**config.mk**
```make
export PLATFORM = sky130hd
export DESIGN_NAME = ucdp_latch_wr
export DESIGN_NICKNAME = d
export VERILOG_FILES = /design/src/rtl/ucdp_latch_wr.sv
export SDC_FILE = /design/constraint.sdc
export NUM_CORES = 1
export LEC_CHECK = 0
export ABC_CLOCK_PERIOD_IN_PS = 3040
export CAP_MARGIN = 20
export CORE_MARGIN = 2
export CORE_UTILIZATION = 49
export DETAILED_ROUTE_END_ITERATION = 7
export PLACE_DENSITY = 0.86
export SKIP_LAST_GASP = 1
export SLEW_MARGIN = 5
export SYNTH_ARGS = -nofsm -noshare
export SYNTH_HDL_FRONTEND = slang
export SYNTH_SLANG_ARGS = --single-unit
```
**constraint.sdc**
```tcl
create_clock -name main_clk_i -period 3.04 [get_ports main_clk_i]
set_input_delay 0.608 -clock main_clk_i [delete_from_list [all_inputs] [get_ports main_clk_i]]
set_output_delay 0.608 -clock main_clk_i [all_outputs]
set_load 0.01 [all_outputs]
```
**src/rtl/ucdp_latch_wr.sv**
```systemverilog
// Write sequencer for a latch bank: initialises every entry to rstval_p after reset,
// then serialises valid/ready writes into setup / load-pulse / hold sequences.
module ucdp_latch_wr #(
    parameter int unsigned          width_p  = 1,
    parameter int unsigned          depth_p  = 4,
    parameter logic [width_p-1:0]   rstval_p = '0,
    localparam int unsigned         addrw_p  = (depth_p > 1) ? $clog2(depth_p) : 1
) (
    input  logic               main_clk_i,
    input  logic               main_rst_i,
    input  logic               wr_valid_i,
    output logic               wr_ready_o,
    input  logic [addrw_p-1:0] wr_addr_i,
    input  logic [width_p-1:0] wr_data_i,
    output logic [depth_p-1:0] ld_o,
    output logic [width_p-1:0] d_o,
    output logic               busy_o,
    output logic               init_done_o,
    output logic               err_o
);

    typedef enum logic [2:0] {
        INIT_SETUP,
        INIT_LOAD,
        INIT_HOLD,
        IDLE,
        SETUP,
        LOAD,
        HOLD
    } state_t;

    state_t             state, state_nxt;
    logic [addrw_p-1:0] idx, idx_nxt;
    logic [addrw_p-1:0] addr, addr_nxt;
    logic [depth_p-1:0] ld, ld_nxt;
    logic [width_p-1:0] d, d_nxt;
    logic               ready, ready_nxt;
    logic               busy, busy_nxt;
    logic               done, done_nxt;
    logic               err, err_nxt;
    logic               accept;
    logic               out_of_range;

    assign accept       = wr_valid_i & ready;
    assign out_of_range = 32'(wr_addr_i) >= depth_p;

    always_ff @(posedge main_clk_i) begin
        if (main_rst_i) begin
            state <= INIT_SETUP;
            idx   <= '0;
            addr  <= '0;
            ld    <= '0;
            d     <= rstval_p;
            ready <= 1'b0;
            busy  <= 1'b1;
            done  <= 1'b0;
            err   <= 1'b0;
        end else begin
            state <= state_nxt;
            idx   <= idx_nxt;
            addr  <= addr_nxt;
            ld    <= ld_nxt;
            d     <= d_nxt;
            ready <= ready_nxt;
            busy  <= busy_nxt;
            done  <= done_nxt;
            err   <= err_nxt;
        end
    end

    // Out-of-range requests pass through HOLD so the error cycle still reads as busy.
    always_comb begin
        state_nxt = state;
        idx_nxt   = idx;
        addr_nxt  = addr;
        case (state)
            INIT_SETUP: state_nxt = INIT_LOAD;
            INIT_LOAD:  state_nxt = INIT_HOLD;
            INIT_HOLD: begin
                if (32'(idx) == depth_p - 1) begin
                    state_nxt = IDLE;
                end else begin
                    idx_nxt   = idx + addrw_p'(1);
                    state_nxt = INIT_SETUP;
                end
            end
            IDLE: begin
                if (accept) begin
                    addr_nxt  = wr_addr_i;
                    state_nxt = out_of_range ? HOLD : SETUP;
                end
            end
            SETUP:   state_nxt = LOAD;
            LOAD:    state_nxt = HOLD;
            HOLD:    state_nxt = IDLE;
            default: state_nxt = INIT_SETUP;
        endcase
    end

    // Outputs are computed from the next state so every port comes straight off a flop.
    always_comb begin
        ld_nxt = '0;
        for (int unsigned i = 0; i < depth_p; i++) begin
            ld_nxt[i] = ((state_nxt == LOAD) && (32'(addr) == i)) ||
                        ((state_nxt == INIT_LOAD) && (32'(idx) == i));
        end
        d_nxt = d;
        if (accept && !out_of_range) begin
            d_nxt = wr_data_i;
        end
        if (state_nxt == INIT_SETUP) begin
            d_nxt = rstval_p;
        end
        ready_nxt = (state_nxt == IDLE);
        busy_nxt  = (state_nxt != IDLE);
        done_nxt  = done | (state_nxt == IDLE);
        err_nxt   = accept & out_of_range;
    end

    assign wr_ready_o  = ready;
    assign ld_o        = ld;
    assign d_o         = d;
    assign busy_o      = busy;
    assign init_done_o = done;
    assign err_o       = err;

endmodule
```
-- Word-level counts from Yosys, hierarchy flattened
Index checks and enable logic that the tools add are counted.
- shift operators: 0
- muxes and demuxes: 3
- divide/modulo/power cells: 0
- reductions and logical operators: 19
- bitwise gates (word level): 3
- magnitude comparators: 0
- equal/unequal tests: 16
- multipliers: 0
- add/sub/neg operators: 1
- operators with widths (kind ; count):
    $pmux 3 s7 ; 1
    $eq 3x3->1 const B ; 4
    $eq 3x2->1 const B ; 3
    $eq 2x2->1 const B ; 4
    $logic_and 1x1->1 ; 8
    $eq 3x1->1 const B ; 2
    $logic_not 3->1 ; 2
    $eq 2x1->1 const B ; 2
    $logic_not 2->1 ; 2
    $logic_or 1x1->1 ; 4
    $reduce_and 2->1 ; 2
    $mux 3 ; 1
    $ne 3x2->1 const B ; 1
    $add 2x1->2 const B ; 1
    $mux 2 ; 1
    $reduce_or 2->1 ; 1
    $and 1x1->1 ; 1
    $not 1->1 ; 1
    $or 1x1->1 ; 1
- RAM bits: 0
- input bits: 6
- ROM bits: 0
- bits in latches: 0
- flip-flop bits (word level): 15
- memories kept: 0

-- Logic depth before layout (Yosys ltp)
- word-level depth: 6
- depth in mapped cells: 4

-- Worst setup path before layout
No wires, ideal clock.
- path type: reg2reg
- start point: reg idx[0]
- end point: reg idx[1]
- stages on the path, launching flop included: 5
- arrival time: 1099 ps
- required time: 2915 ps
- buffers on the path: 0
- period minus slack after synthesis: 1224 ps
- path slack: 1816 ps
- library setup time: 125 ps
- cell sequence: dfxtp_1 ha_1 nor4b_4 mux2i_1 nor2_1
- cells in the longest elaborated chain, start to end: 3
- elaborated cells between the ends (all ways): 4
- ends and longest elaborated chain (element ; RTL line ; RTL):
    start: declaration ; 33 ; logic [addrw_p-1:0] idx, idx_nxt;
    start signal: assignment ; 60 ; idx <= idx_nxt;
    $eq 2x2->1 ; 80 ; if (32'(idx) == depth_p - 1) begin
    $not 1->1 (no source line) ; - ;
    $reduce_and 2->1 (no source line) ; - ;
Several ways; a longest one is shown, not always the timed one.
A chain may end at the register's enable or synchronous reset.

-- Worst setup path after layout
- start point: reg ready, in the netlist wr_ready_o
- end point: out wr_ready_o
- RTL lines (element ; RTL line ; RTL):
    start: declaration ; 37 ; logic ready, ready_nxt;
    start signal: assignment ; 64 ; ready <= ready_nxt;
    end: declaration ; 12 ; output logic wr_ready_o,
No word-level cell between the ends.

==> flow_summary.yaml <==
hold_path:
  hold_start: "d_o$_SDFFE_PP0P_"
  whs_endpoint: "d_o$_SDFFE_PP0P_"
  min_delay_path_depth: 2
  hp-class: "register to register"
critical_path:
  path_cells: "clkdlybuf4s50_1"
  crit_path_top_delay_cell: "clkdlybuf4s50_1"
  r2r_start: "idx[0]$_SDFFE_PP0P_"
  path_buf_inv: 1
  critical_path_class: "register to output port"
  reg2reg_depth: 4
  crit_fanout: 4
  path_delay_family: "buffers and inverters"
  crit_required_ps: 2430
  cpPeakStageDelay_ps: 550
  critical_path_arrival_ps: 1190
  setup.worst_path.start_class: "register"
  reg2reg_setup_slack_ps: 1670
  timing.rr.end: "busy_o$_SDFF_PP1_"
  end_kind: "output port"
synth:
  ys_ff_latch: 15
  synth_nets: 86
  syn_area_um2: 716
  syn_avg_cell_area_um2: 9.42
  ys_warn_count: 0
  yosysSeqAreaShare: 0.420
  synth-async-reset-ratio: 0
  synth-edff-count: 0
  synth-main-ff-cell: "dfxtp_1"
  yosysMostFrequentCell: "dfxtp_1"
  synth_common_cells: "15 x dfxtp_1, 8 x nand2b_1, 7 x nor2_1"
  synth.area.top_cells: "dfxtp_1 42%, ha_1 7.0%, nand2b_1 7.0%"
  yosysUniqueCellTypes: 30
  synth_top_area_cell: "dfxtp_1"
  synth_top_area_share: 0.420
  synthCells: 76
clock_network:
  clkTransAtPathRegs_ps: 90
  cts_resized: 0
  cts_setup_buffers: 0
  htreeDepth: 1
  numCtsBuffers: 3
  clk_latency_ps: 280
  holdBufCountCts: 0
  clock-sinks: 15
  cts_max_path_buffers: 2
  tritoncts: "done"
  cts_root_buffer: "clkbuf_4"
global_routing:
  gr-total-overflow: 0
  grt_first_pass_wirelength_um: 2090
  antenna_found_initial: 0
  track_usage: 0.152
  grt_start_max_net_pins: 16
  grt_pass1_vias: 472
drt:
  vias_per_cell: 5.17
  antenna_left: 0
  routedWlPerCell_um: 11.5
  via_count: 538
  drc: 0
  firstDrtPassIters: 4
  dr.first_iter.drc_count: 6
  wl_um: 1190
status:
  status: "complete, no violations"
timing:
  rsz0062_at_grt: "no"
  setup_viol: 0
  finClkSkew_ps: 1.95
  drv_slew: 0
  fin_crit_sh: 0.593
  fin_setup_tns_ps: 0
  min_period_ps: 1800
  fmax_mhz: 555
  hold_violations: 0
  hold-worst-slack_ps: 479
  worst_slack_ps: 1240
  tightest_slew_ps: 517
  max_slew_margin: 0.655
layout:
  drive_gt1_frac: 0.0449
  antenna_cells: 0
  final-seq-area_um2: 300
  final_cells: 104
  multi_input_area_um2: 370
  nets: 100
  num-fill-cells: 124
  postLayoutCoreUtil: 0.645
  synthToLayoutAreaGrowth_pct: 20.3
  stdcell_area_um2: 861
run:
  drv_cap: 0
power:
  power_per_cell_area_mw_per_mm2: 426
  p_sw_uw: 87.3
  pwr-share-clk: 0.307
  cellLeakagePower_nw: 0.301
  peakVddDrop_uv: 239
  p_sw_frac: 0.238
  seqPwrFrac: 0.577
  finalPower_uw: 366
  intPower_uw: 279
  pwr-share-comb: 0.116
floorplanning:
  io-pin-count: 15
  rows: 13
  dieArea_mm2: 0.00178
  die_y_um: 42.2
  fp.coreArea_mm2: 0.00133
  start_util: 0.537
  die_w_um: 42.2
placed_design:
  place_ws_ps: 1150
  gp_congestion: 0.725
  dp_cells: 100
  io_buffer_count: 13
  hpwlAfterDp_um: 877
  place_area_um2: 835
-- cells in the final DEF, fill, tap and decap left out, drive strengths merged --
master,count
inv,4
dfxtp,15
a21o,1
xnor2,1
a21boi,1
or3,1
nor2,7
o21bai,1
conb,1
and2,1
nor4b,1
nor3,1
o21ai,2
clkdlybuf4s50,13
nor3b,1
o2bb2ai,1
clkbuf,4
o22ai,1
nand2b,8
a221oi,1
nand3b,3
o22a,1
ha,4
a21oi,4
nor2b,2
nand2,3
nand3,1
mux2i,4
or2,1
-- worst max path at each step --
stage          slack (ps)             startpoint                   to  depth (start not counted)
2_1_floorplan        1820    idx[0]$_SDFFE_PP0P_  idx[1]$_SDFFE_PP0P_                          4
3_3_place_gp         1220             main_rst_i   ld_o[1]$_SDFF_PP0_                          3
3_5_place_dp         1150             main_rst_i   ld_o[3]$_SDFF_PP0_                          3
4_1_cts              1230  wr_ready_o$_SDFF_PP0_           wr_ready_o                          1
5_1_grt              1200  wr_ready_o$_SDFF_PP0_           wr_ready_o                          1
6_report             1240  wr_ready_o$_SDFF_PP0_           wr_ready_o                          1
-- power groups by stage --
| stage | registers [mW] | logic [mW] | clock network [mW] |
|---|---|---|---|
| after global placement | 0.216 | 0.0418 | 0 |
| after detailed placement | 0.216 | 0.0429 | 0 |
| final | 0.211 | 0.0426 | 0.112 |
| after CTS | 0.211 | 0.0433 | 0.116 |
| after floorplan | 0.214 | 0.0304 | 0 |
| after global routing | 0.213 | 0.0474 | 0.124 |
-- layer usage --
metal / global-route usage / part of all wire / vias up / wire length [µm]
met5: 0 / 0 / - / 0
met4: 0.0750 / 0.016 / 0 / 19
met3: 0.0259 / 0.049 / 4 / 59
met2: 0.225 / 0.46 / 17 / 550
met1: 0.212 / 0.47 / 238 / 564
li1: - / - / 279 / -
-- registers in the layout, summed over array words and instances (netlist names) --
name / cells
d_o: 1
state: 3
busy_o: 1
addr: 2
wr_ready_o: 1
init_done_o: 1
ld_o: 4
idx: 2
-- logic make-up (layout without fill, tap and decap cells) --
group                      Yosys count  count (layout)  share of synthesized area
and+or+nand+nor                     30              30                      0.255
AOI/OAI and AO/OA                   13              13                      0.119
xor gates and xnor gates             1               1                     0.0122
other                                1               1                    0.00524
muxes                                4               4                     0.0559
DFF                                 15              15                      0.420
buffers and inverters                8              21                     0.0629
adders and majority gates            4               4                     0.0699
-- final cells by class --
| class | count | area share |
|---|---|---|
| Tap cell | 15 | 0.0218 |
| Inverter | 4 | 0.0174 |
| Clock buffer | 4 | 0.0305 |
| Multi-Input combinational cell | 53 | 0.430 |
| Sequential cell | 15 | 0.349 |
| Timing Repair Buffer | 13 | 0.151 |
Power figures use the tool's default switching activity.
